===== config.mk =====
export PLATFORM = sky130hd
export DESIGN_NAME = best_state_select
export DESIGN_NICKNAME = d
export VERILOG_FILES = /design/src/rtl/best_state_select.sv
export SDC_FILE = /design/constraint.sdc
export NUM_CORES = 1
export LEC_CHECK = 0
export CORE_ASPECT_RATIO = 0.5
export CORE_MARGIN = 2
export CORE_UTILIZATION = 42
export DETAILED_ROUTE_END_ITERATION = 10
export PLACE_DENSITY = 0.79
export SLEW_MARGIN = 15
export SYNTH_ARGS = -nofsm -noshare
export SYNTH_HDL_FRONTEND = slang
export SYNTH_SLANG_ARGS = --single-unit

===== constraint.sdc =====
create_clock -name clk -period 1.8 [get_ports clk]
set_clock_uncertainty 0.15 [all_clocks]
set_input_delay 0.36 -clock clk [delete_from_list [all_inputs] [get_ports clk]]
set_output_delay 0.36 -clock clk [all_outputs]
set_load 0.02 [all_outputs]

===== src/rtl/best_state_select.sv =====
// Pipelined minimum path-metric search: a registered binary comparator tree with valid/ready flow.
// Define METRIC_NORM_EN to add the norm_metrics output (each metric minus the minimum).
module best_state_select #(
  parameter int NUM_STATES = 8,
  parameter int METRIC_W   = 4,
  localparam int STATE_W   = $clog2(NUM_STATES)
) (
  input  logic                             clk,
  input  logic                             rst_n,
  input  logic                             in_valid,
  output logic                             in_ready,
  input  logic [NUM_STATES*METRIC_W-1:0]   in_metrics,
  output logic                             out_valid,
  input  logic                             out_ready,
  output logic [STATE_W-1:0]               bstate,
`ifdef METRIC_NORM_EN
  output logic [METRIC_W-1:0]              min_metric,
  output logic [NUM_STATES*METRIC_W-1:0]   norm_metrics
`else
  output logic [METRIC_W-1:0]              min_metric
`endif
);

  localparam int LEVELS = $clog2(NUM_STATES);

  // Tree nodes use heap numbering: node n has children 2n (lower states) and 2n+1.
  // Leaves NUM_STATES..2*NUM_STATES-1 are the input lanes; node 1 is the output stage.
  logic [METRIC_W-1:0] tree_met [1:NUM_STATES-1];
  logic [STATE_W-1:0]  tree_idx [1:NUM_STATES-1];
  logic [METRIC_W-1:0] all_met  [2:2*NUM_STATES-1];
  logic [STATE_W-1:0]  all_idx  [2:2*NUM_STATES-1];
  logic [METRIC_W-1:0] win_met  [1:NUM_STATES-1];
  logic [STATE_W-1:0]  win_idx  [1:NUM_STATES-1];
  logic [LEVELS-1:0]   stage_vld;
  logic [LEVELS-1:0]   vld_chain;
  logic                adv;

  assign adv       = !out_valid || out_ready;
  assign in_ready  = adv;
  assign out_valid = stage_vld[LEVELS-1];
  assign vld_chain = LEVELS'({stage_vld, in_valid});
  assign bstate    = tree_idx[1];
  assign min_metric = tree_met[1];

  always_comb begin
    for (int n = 2; n < NUM_STATES; n++) begin
      all_met[n] = tree_met[n];
      all_idx[n] = tree_idx[n];
    end
    for (int k = 0; k < NUM_STATES; k++) begin
      all_met[NUM_STATES+k] = in_metrics[k*METRIC_W +: METRIC_W];
      all_idx[NUM_STATES+k] = STATE_W'(k);
    end
  end

  // The lower-index child wins on equal metrics, giving the lowest index among tied minima.
  always_comb begin
    for (int n = 1; n < NUM_STATES; n++) begin
      if (all_met[2*n] <= all_met[2*n+1]) begin
        win_met[n] = all_met[2*n];
        win_idx[n] = all_idx[2*n];
      end else begin
        win_met[n] = all_met[2*n+1];
        win_idx[n] = all_idx[2*n+1];
      end
    end
  end

  always_ff @(posedge clk or negedge rst_n) begin
    if (!rst_n) begin
      stage_vld <= '0;
      for (int n = 1; n < NUM_STATES; n++) begin
        tree_met[n] <= '0;
        tree_idx[n] <= '0;
      end
    end else if (adv) begin
      stage_vld <= vld_chain;
      for (int n = 2; n < NUM_STATES; n++) begin
        tree_met[n] <= win_met[n];
        tree_idx[n] <= win_idx[n];
      end
      if (vld_chain[LEVELS-1]) begin
        tree_met[1] <= win_met[1];
        tree_idx[1] <= win_idx[1];
      end
    end
  end

`ifdef METRIC_NORM_EN
  // Slot s holds the metric vector belonging to tree stage s+1; the last slot pairs with bstate.
  logic [NUM_STATES*METRIC_W-1:0] vec_sr  [0:LEVELS-1];
  logic [NUM_STATES*METRIC_W-1:0] vec_src [0:LEVELS-1];

  always_comb begin
    vec_src[0] = in_metrics;
    for (int s = 1; s < LEVELS; s++) begin
      vec_src[s] = vec_sr[s-1];
    end
  end

  always_ff @(posedge clk or negedge rst_n) begin
    if (!rst_n) begin
      for (int s = 0; s < LEVELS; s++) begin
        vec_sr[s] <= '0;
      end
    end else if (adv) begin
      for (int s = 0; s < LEVELS - 1; s++) begin
        vec_sr[s] <= vec_src[s];
      end
      if (vld_chain[LEVELS-1]) begin
        vec_sr[LEVELS-1] <= vec_src[LEVELS-1];
      end
    end
  end

  always_comb begin
    norm_metrics = '0;
    for (int k = 0; k < NUM_STATES; k++) begin
      norm_metrics[k*METRIC_W +: METRIC_W] = vec_sr[LEVELS-1][k*METRIC_W +: METRIC_W] - tree_met[1];
    end
  end
`else
`endif

endmodule

== Word level (Yosys, flattened, before mapping) ==
Cells that the tools add are included.

* Flip-flop bits (word level): 52
* Bits of input ports: 36
* Output and inout port bits: 9
* Word-level logic and storage cells: 39

* $lt $le $gt $ge: 7
* Muxes and demuxes: 14
* Reduce and logical (&&, ||, !) cells: 3

{| class="wikitable"
|+ Operators by type and width
! kind !! count
|-
| $le 4x4->1 || 7
|-
| $mux 4 || 7
|-
| $mux 3 || 3
|-
| $mux 1 || 4
|-
| $reduce_and 2->1 || 1
|-
| $logic_not 1->1 || 1
|-
| $logic_or 1x1->1 || 1
|}

== Depth between registers and ports, before layout ==
Gate-level depths: netlist of run 1.

* Depth in word-level cells: 3
* Gate-level depth with buffers: 7
* Depth with buffers taken out: 6

== Worst setup path after synthesis of run 1 ==
OpenSTA, ideal clock, no wires.

* Path kind: input-to-reg
* Start: in in_metrics[6]
* End: reg tree_met, in the netlist all_met[44]
* Setup time: 0.133 ns
* Data arrival time: 1.641 ns
* Required time: 1.517 ns
* Slack: -0.124 ns
* Stages: 6
* Buffers on the path: 0
* Path through: inv_1 > ha_1 > and3b_4 > a2111oi_4 > o21a_1 > a22oi_2

* Cells in the longest elaborated chain, start to end: 2

{| class="wikitable"
|+ Ends and longest elaborated chain
! element !! RTL line !! source
|-
| from (decl) || 12 || <nowiki>input logic [NUM_STATES*METRIC_W-1:0] in_metrics,</nowiki>
|-
| $le 4x4->1 || 59 || <nowiki>if (all_met[2*n] <= all_met[2*n+1]) begin</nowiki>
|-
| $mux 4 || 59 ||
|-
| to (signal, indexed assignment) || 79 || <nowiki>tree_met[n] <= win_met[n];</nowiki>
|-
| to (decl) || 28 || <nowiki>logic [METRIC_W-1:0] tree_met [1:NUM_STATES-1];</nowiki>
|}

No other way between the ends.
A chain may end at the register's enable or synchronous reset.

== Worst setup path in the final report of run 1 ==
* Start: reg tree_met, in the netlist all_met[49]
* End: reg tree_met, in the netlist min_metric[1]

* Cells in the longest elaborated chain, start to end: 2

{| class="wikitable"
|+ Ends and longest elaborated chain
! element !! RTL line
|-
| $le 4x4->1 || 59
|-
| $mux 4 * || 59
|}

Mark *: on every way between the ends. The rest lies on a longest branch, timed or not.

==> flow_summary.json, run 1 <==
{
  "cts_tree": "done",
  "gp_congestion": 0.812,
  "die-width_um": 117,
  "post-route-drc-count": 0,
  "initial_core_util_pct": 43.7,
  "cts_buffer_depth": 2,
  "place_ws_ns": -0.570,
  "yosysTopAreaCell": "dfrtp_1",
  "yosysTopAreaCellShare_pct": 41.3,
  "internal_power_mw": 3.69,
  "synth_cells": 282,
  "grt_pass1_wl_mm": 11.4,
  "die_height_um": 60.4,
  "irDropWorstVdd_mv": 0.803,
  "finalPower_mw": 6.07,
  "switching_share_pct": 39.2,
  "cellPowerDensity_nw_per_um2": 1500,
  "period_minus_slack_ns": 1.88,
  "status": "complete, but fails checks",
  "leakage_nw": 1.92,
  "cp_slowest_cell": "dfrtp_1",
  "seqPwrFrac_pct": 27.2,
  "insertion_delay_ns": 0.29,
  "dpl_cell_area_um2": 3470,
  "first_global_vias": 2493,
  "antenna_cells": 0,
  "nets": 437,
  "syn2layout_area_growth_pct": 51.3,
  "post-dp-hpwl_mm": 4.73,
  "synth_fp_nets": 346,
  "violations": "negative setup slack",
  "utilization_pct": 66.1,
  "final_area_um2": 4040,
  "cp_top_family": "compound AO/OA/AOI/OAI gates",
  "whs_path_depth": 2,
  "synth_flop_cell": "dfrtp_1",
  "synth-async-reset-ratio_pct": 100,
  "critPathKind": "register to register",
  "crit_arrival_ns": 1.89,
  "synth_seq_area_share_pct": 41.3,
  "final_common_cell": "buf_4",
  "fill_cells": 446,
  "dr.pass1.iters": 4,
  "finalSetupViolCount": 7,
  "drive_gt1_share_pct": 34.0,
  "cts_made_buffers": 5,
  "antenna_found_initial": 0,
  "netlist_top_cells_area": "dfrtp_1 (41%), ha_1 (13%), mux2i_1 (8.6%), a21oi_1 (5.3%), nor2_1 (4.6%)",
  "dieArea_um2": 7040,
  "r2r_cells": 6,
  "ant_nets": 0,
  "avgSynthCellArea_um2": 9.46,
  "critPathBufInv": 1,
  "vias": 2514,
  "hold_viol": 0,
  "max_freq_mhz": 531,
  "via_per_inst": 5.44,
  "root_buffer": "clkbuf_16",
  "yosys_warnings": 0,
  "setup_ws_ns": -0.0829,
  "drt-total-wl_mm": 7.90,
  "pin_count": 45,
  "grt_max_degree": 45,
  "min_to": "stage_vld[0]",
  "clockPowerShare_pct": 15.3,
  "comb_power_share_pct": 57.6,
  "crit_start": "all_met[49]",
  "required_ns": 1.81,
  "hp-class": "register to register",
  "r2r_setup_slack_ns": -0.08,
  "cap_violations": 0,
  "finalCritPeriodShare_pct": 105,
  "fp.coreArea_um2": 6110,
  "switchingPower_mw": 2.38,
  "final_cell_mix": "buf_4 (52), dfrtp_1 (44), nor2_1 (33)",
  "slowest_delay_ns": 0.40,
  "r2r-start": "all_met[49]",
  "crit_fanout": 7,
  "synth_seq_cells": 44,
  "cts.reportedPaths.clkPinSlew_ns": 0.06,
  "dp.cells": 441,
  "min_from": "stage_vld[0]",
  "syn_area_um2": 2670,
  "hold_ws_ns": 0.324,
  "drt_iter0_markers": 151,
  "slew_headroom_pct": 80.9,
  "overflow": 0,
  "crit_path_start_kind": "register",
  "rows": 20,
  "setup.worst_path.end_class": "register",
  "r2r_end": "min_metric[1]",
  "rsz0062_at_grt": "yes",
  "final_max_slew_viol_count": 0,
  "fin_setup_tns_ns": -0.258,
  "clock_sinks": 44,
  "synth_edf_count": 0,
  "portBuffers": 44,
  "globalRouteTotalUtil_pct": 21.0,
  "worstPathCellList": "inv_2 -> ha_4 -> and4_1 -> a211o_4 -> mux2i_1 -> a21oi_1",
  "worstMarginPinSlew_ns": 0.287,
  "layout.cells.non_filler": 462,
  "wl_per_cell_um": 17.1,
  "h-tree-depth": 2,
  "synthDistinctLibCells": 31
}
[worst min-delay path, stage by stage, from the launching register on]
cell	delay, ns
dfrtp_1	0.35
nand2_1	0.05
nand2_1	0.05
[power by group through the flow]
| stage | combinational, mW | sequential [mW] | clock (mW) |
|---|---|---|---|
| 3_5_place_dp | 2.67 | 1.61 | 0 |
| 2_1_floorplan | 1.55 | 1.66 | 0 |
| 4_1_cts | 3.08 | 1.62 | 0.925 |
| 5_1_grt | 3.73 | 1.69 | 0.968 |
| 3_3_place_gp | 2.55 | 1.58 | 0 |
| 6_report | 3.49 | 1.65 | 0.925 |
[what timing repair did]
item | CTS | global route
buffers inserted | 2 | 9
resized for setup | 84 | 22
hold buffers | 1 | 0
endpoints found under the setup margin | 41 | 25
pin swaps | 27 | 15
gates cloned | 1 | 0
endpoints found under the hold margin | 44 | 0
[worst max-delay path by stage]
stage | to | slack [ns] | cells past startpoint
after floorplan | all_met[44] | 0.0009 | 6
final | min_metric[1] | -0.08 | 6
after detailed placement | all_met[43] | -0.57 | 7
after global placement | all_met[39] | -0.48 | 7
after global routing | min_metric[1] | -0.11 | 6
after CTS | all_met[53] | 0.007 | 5
[Yosys cell counts, types with 3 or more instances]
cell type	count
dfrtp_1	44
nor2_1	33
inv_1	29
a21oi_1	28
ha_1	28
mux2i_1	23
nand2_1	19
o21ai_0	9
clkbuf_1	8
a211oi_1	6
buf_2	6
nand3b_1	6
o31a_1	6
a211o_1	5
and4_1	5
o21ai_1	4
a22oi_1	3
[sequential cells by signal (all words and copies together) (netlist names)]
register / cells
all_idx: 10
all_met: 24
bstate: 3
min_metric: 4
stage_vld: 3
[per-layer routing]
metal / wire length, um / vias up / part of all wire, % / global-route usage, %
met4: 271 / 0 / 3.4 / 9.92
li1: - / 1168 / - / -
met5: 0 / - / 0 / 0
met2: 3940 / 110 / 50 / 38.2
met1: 3160 / 1208 / 40 / 24.3
met3: 528 / 28 / 6.7 / 4.80
[area by class of cell]
cell class | instances | area (um^2) | area share [%]
Clock buffer | 6 | 139 | 3.44
Clock inverter | 2 | 10.0 | 0.248
Inverter | 30 | 113 | 2.79
Multi-Input combinational cell | 194 | 1740 | 43.2
Sequential cell | 44 | 1100 | 27.3
Tap cell | 88 | 110 | 2.73
Timing Repair Buffer | 98 | 820 | 20.3
[cells by family after synthesis]
logic type	count (synthesis)	share of synthesized area, %
buf+inv	44	6.47
simple gates	74	13.4
fa+ha+maj	28	13.1
mux	23	8.63
compound gates	69	17.1
flops	44	41.3
(Power assumes the default switching activity.)
==> run 2, diff against run 1 <==
--- a/config.mk
+++ b/config.mk
@@ -10,6 +10,7 @@
 export CORE_UTILIZATION = 42
 export DETAILED_ROUTE_END_ITERATION = 10
 export PLACE_DENSITY = 0.79
+export REMOVE_ABC_BUFFERS = 1
 export SLEW_MARGIN = 15
 export SYNTH_ARGS = -nofsm -noshare
 export SYNTH_HDL_FRONTEND = slang
==> run 2 against run 1 <==
Compared with the run above: the flow still finishes with violations (negative setup slack); worst hold slack gained 0.0049 ns; via count is the same; clock power shrank 5.2%; clock-buffer cell count is the same; routed wire length grew 3.2%; design area shrank 1.8%.
==> flow_summary.json, run 2 (same netlist as run 1, synthesis figures left out) <==
{
  "status": "complete, but fails checks",
  "violations": "negative setup slack",
  "crit_fanout": 7,
  "initial_core_util_pct": 43.7,
  "globalRouteTotalUtil_pct": 22.0,
  "fp.coreArea_um2": 6110,
  "cellPowerDensity_nw_per_um2": 1510,
  "dieArea_um2": 7040,
  "antenna_found_initial": 0,
  "post-route-drc-count": 0,
  "finalPower_mw": 5.98,
  "clock_sinks": 44,
  "cts_buffer_depth": 2,
  "setup.worst_path.end_class": "register",
  "gp_congestion": 0.862,
  "fin_setup_tns_ns": -0.363,
  "slew_headroom_pct": 69.6,
  "worstMarginPinSlew_ns": 0.456,
  "rows": 20,
  "crit_arrival_ns": 1.90,
  "wl_per_cell_um": 17.9,
  "critPathKind": "register to register",
  "insertion_delay_ns": 0.29,
  "die_height_um": 60.4,
  "nets": 431,
  "leakage_nw": 1.85,
  "die-width_um": 117,
  "root_buffer": "clkbuf_16",
  "first_global_vias": 2479,
  "antenna_cells": 0,
  "largest-register": "all_met",
  "dr.pass1.iters": 5,
  "grt_pass1_wl_mm": 11.8,
  "setup_ws_ns": -0.0991,
  "cts_made_buffers": 5,
  "utilization_pct": 64.9,
  "period_minus_slack_ns": 1.90,
  "max_freq_mhz": 527,
  "final_cell_mix": "buf_4 (45), dfrtp_1 (44), nor2_1 (33)",
  "required_ns": 1.80,
  "r2r-start": "all_met[51]",
  "hold_viol": 0,
  "cap_violations": 0,
  "finalCritPeriodShare_pct": 106,
  "finalSetupViolCount": 8,
  "final_common_cell": "buf_4",
  "syn2layout_area_growth_pct": 48.6,
  "crit_path_start_kind": "register",
  "h-tree-depth": 2,
  "pin_count": 45,
  "grt_max_degree": 51,
  "ant_nets": 0,
  "r2r_end": "min_metric[2]",
  "hp-class": "register to register",
  "via_per_inst": 5.53,
  "portBuffers": 44,
  "largest_reg_flops": 24,
  "r2r_setup_slack_ns": -0.1,
  "drt-total-wl_mm": 8.15,
  "final_max_slew_viol_count": 0,
  "endpoint": "min_metric[2]",
  "drt_iter0_markers": 234,
  "overflow": 0,
  "cts.reportedPaths.clkPinSlew_ns": 0.06,
  "fill_cells": 463,
  "cts_tree": "done",
  "rsz0062_at_grt": "yes",
  "drive_gt1_share_pct": 31.1,
  "vias": 2514,
  "crit_start": "all_met[51]",
  "irDropWorstVdd_mv": 0.737,
  "post-dp-hpwl_mm": 4.78,
  "r2r_cells": 6
}
[run 2: cell count changes in the layout (fill, tap and decap cells not counted), sizes merged]
cell / change
clkdlybuf4s50: +3
clkdlybuf4s15: +9
dlygate4sd2: -10
buf: -6
dlymetal6s2s: -2
clkinv: -1
[run 2: per-layer routing]
metal | wire length [um] | GRT usage [%] | vias to the layer above
li1 | - | - | 1159
met1 | 3380 | 27.3 | 1210
met2 | 4040 | 40.0 | 116
met3 | 494 | 3.40 | 29
met4 | 237 | 8.07 | 0
met5 | 0 | 0 | -
[run 2: timing repair]
item | in CTS | in global routing
resized for setup | 76 | 32
hold buffers | 1 | 0
pin swaps | 28 | 29
hold endpoints to repair | 44 | 0
setup endpoints to repair | 38 | 29
cloned | 0 | 0
buffers inserted | 3 | 6
[run 2: layout make-up]
type / instances / area (um^2) / area share [%]
clock inverter: 1 / 5.00 / 0.126
multi-input combinational: 194 / 1710 / 43.2
tap: 88 / 110 / 2.78
clock buffer: 6 / 129 / 3.25
sequential: 44 / 1100 / 27.8
timing repair buffer: 92 / 795 / 20.0
inverter: 30 / 113 / 2.84
[run 2: critical path, cell delays in order, from the launching register on]
cell and delay [ns]:
dfrtp_1 0.39, inv_2 0.10, ha_4 0.21, and4_1 0.20, a211o_4 0.33, mux2i_1 0.25, a21oi_1 0.12
[run 2: worst min path at each step]
stage / startpoint / slack (ns) / end / cells after the start
after detailed placement: rst_n / 0.21 / all_met[35] / 2
after global routing: all_idx[25] / 0.35 / all_idx[25] / 1
after floorplan: rst_n / -0.09 / all_idx[24] / 0
final: stage_vld[0] / 0.33 / stage_vld[0] / 2
after CTS: stage_vld[0] / 0.33 / stage_vld[0] / 2
after global placement: rst_n / 0.20 / all_met[35] / 2
[run 2: through the flow]
| step | area [um^2] | instances | setup slack (ns) | hold WS, ns |
|---|---|---|---|---|
| after floorplan | 2610 | 268 | -0.858 | -0.0856 |
| after global placement | 3460 | 438 | -0.529 | 0.200 |
| after detailed placement | 3460 | 438 | -0.643 | 0.205 |
| after CTS | 3800 | 449 | -0.0410 | 0.327 |
| after global routing | 3960 | 455 | -0.135 | 0.351 |
| final | 3960 | 455 | -0.0991 | 0.329 |
[run 2: report_power, final]
group	leakage, nW	internal, mW	switching (mW)
Combinational	1.27	1.73	1.73
Clock	0.0667	0.505	0.372
Sequential	0.505	1.37	0.282
==> run 3, diff against run 2 <==
--- a/config.mk
+++ b/config.mk
@@ -5,6 +5,8 @@
 export SDC_FILE = /design/constraint.sdc
 export NUM_CORES = 1
 export LEC_CHECK = 0
+export ABC_CLOCK_PERIOD_IN_PS = 1800
+export CAP_MARGIN = 20
 export CORE_ASPECT_RATIO = 0.5
 export CORE_MARGIN = 2
 export CORE_UTILIZATION = 42
==> results of run 3 <==
Same layout as run 2: the final DEF is identical, and so are final timing and power.
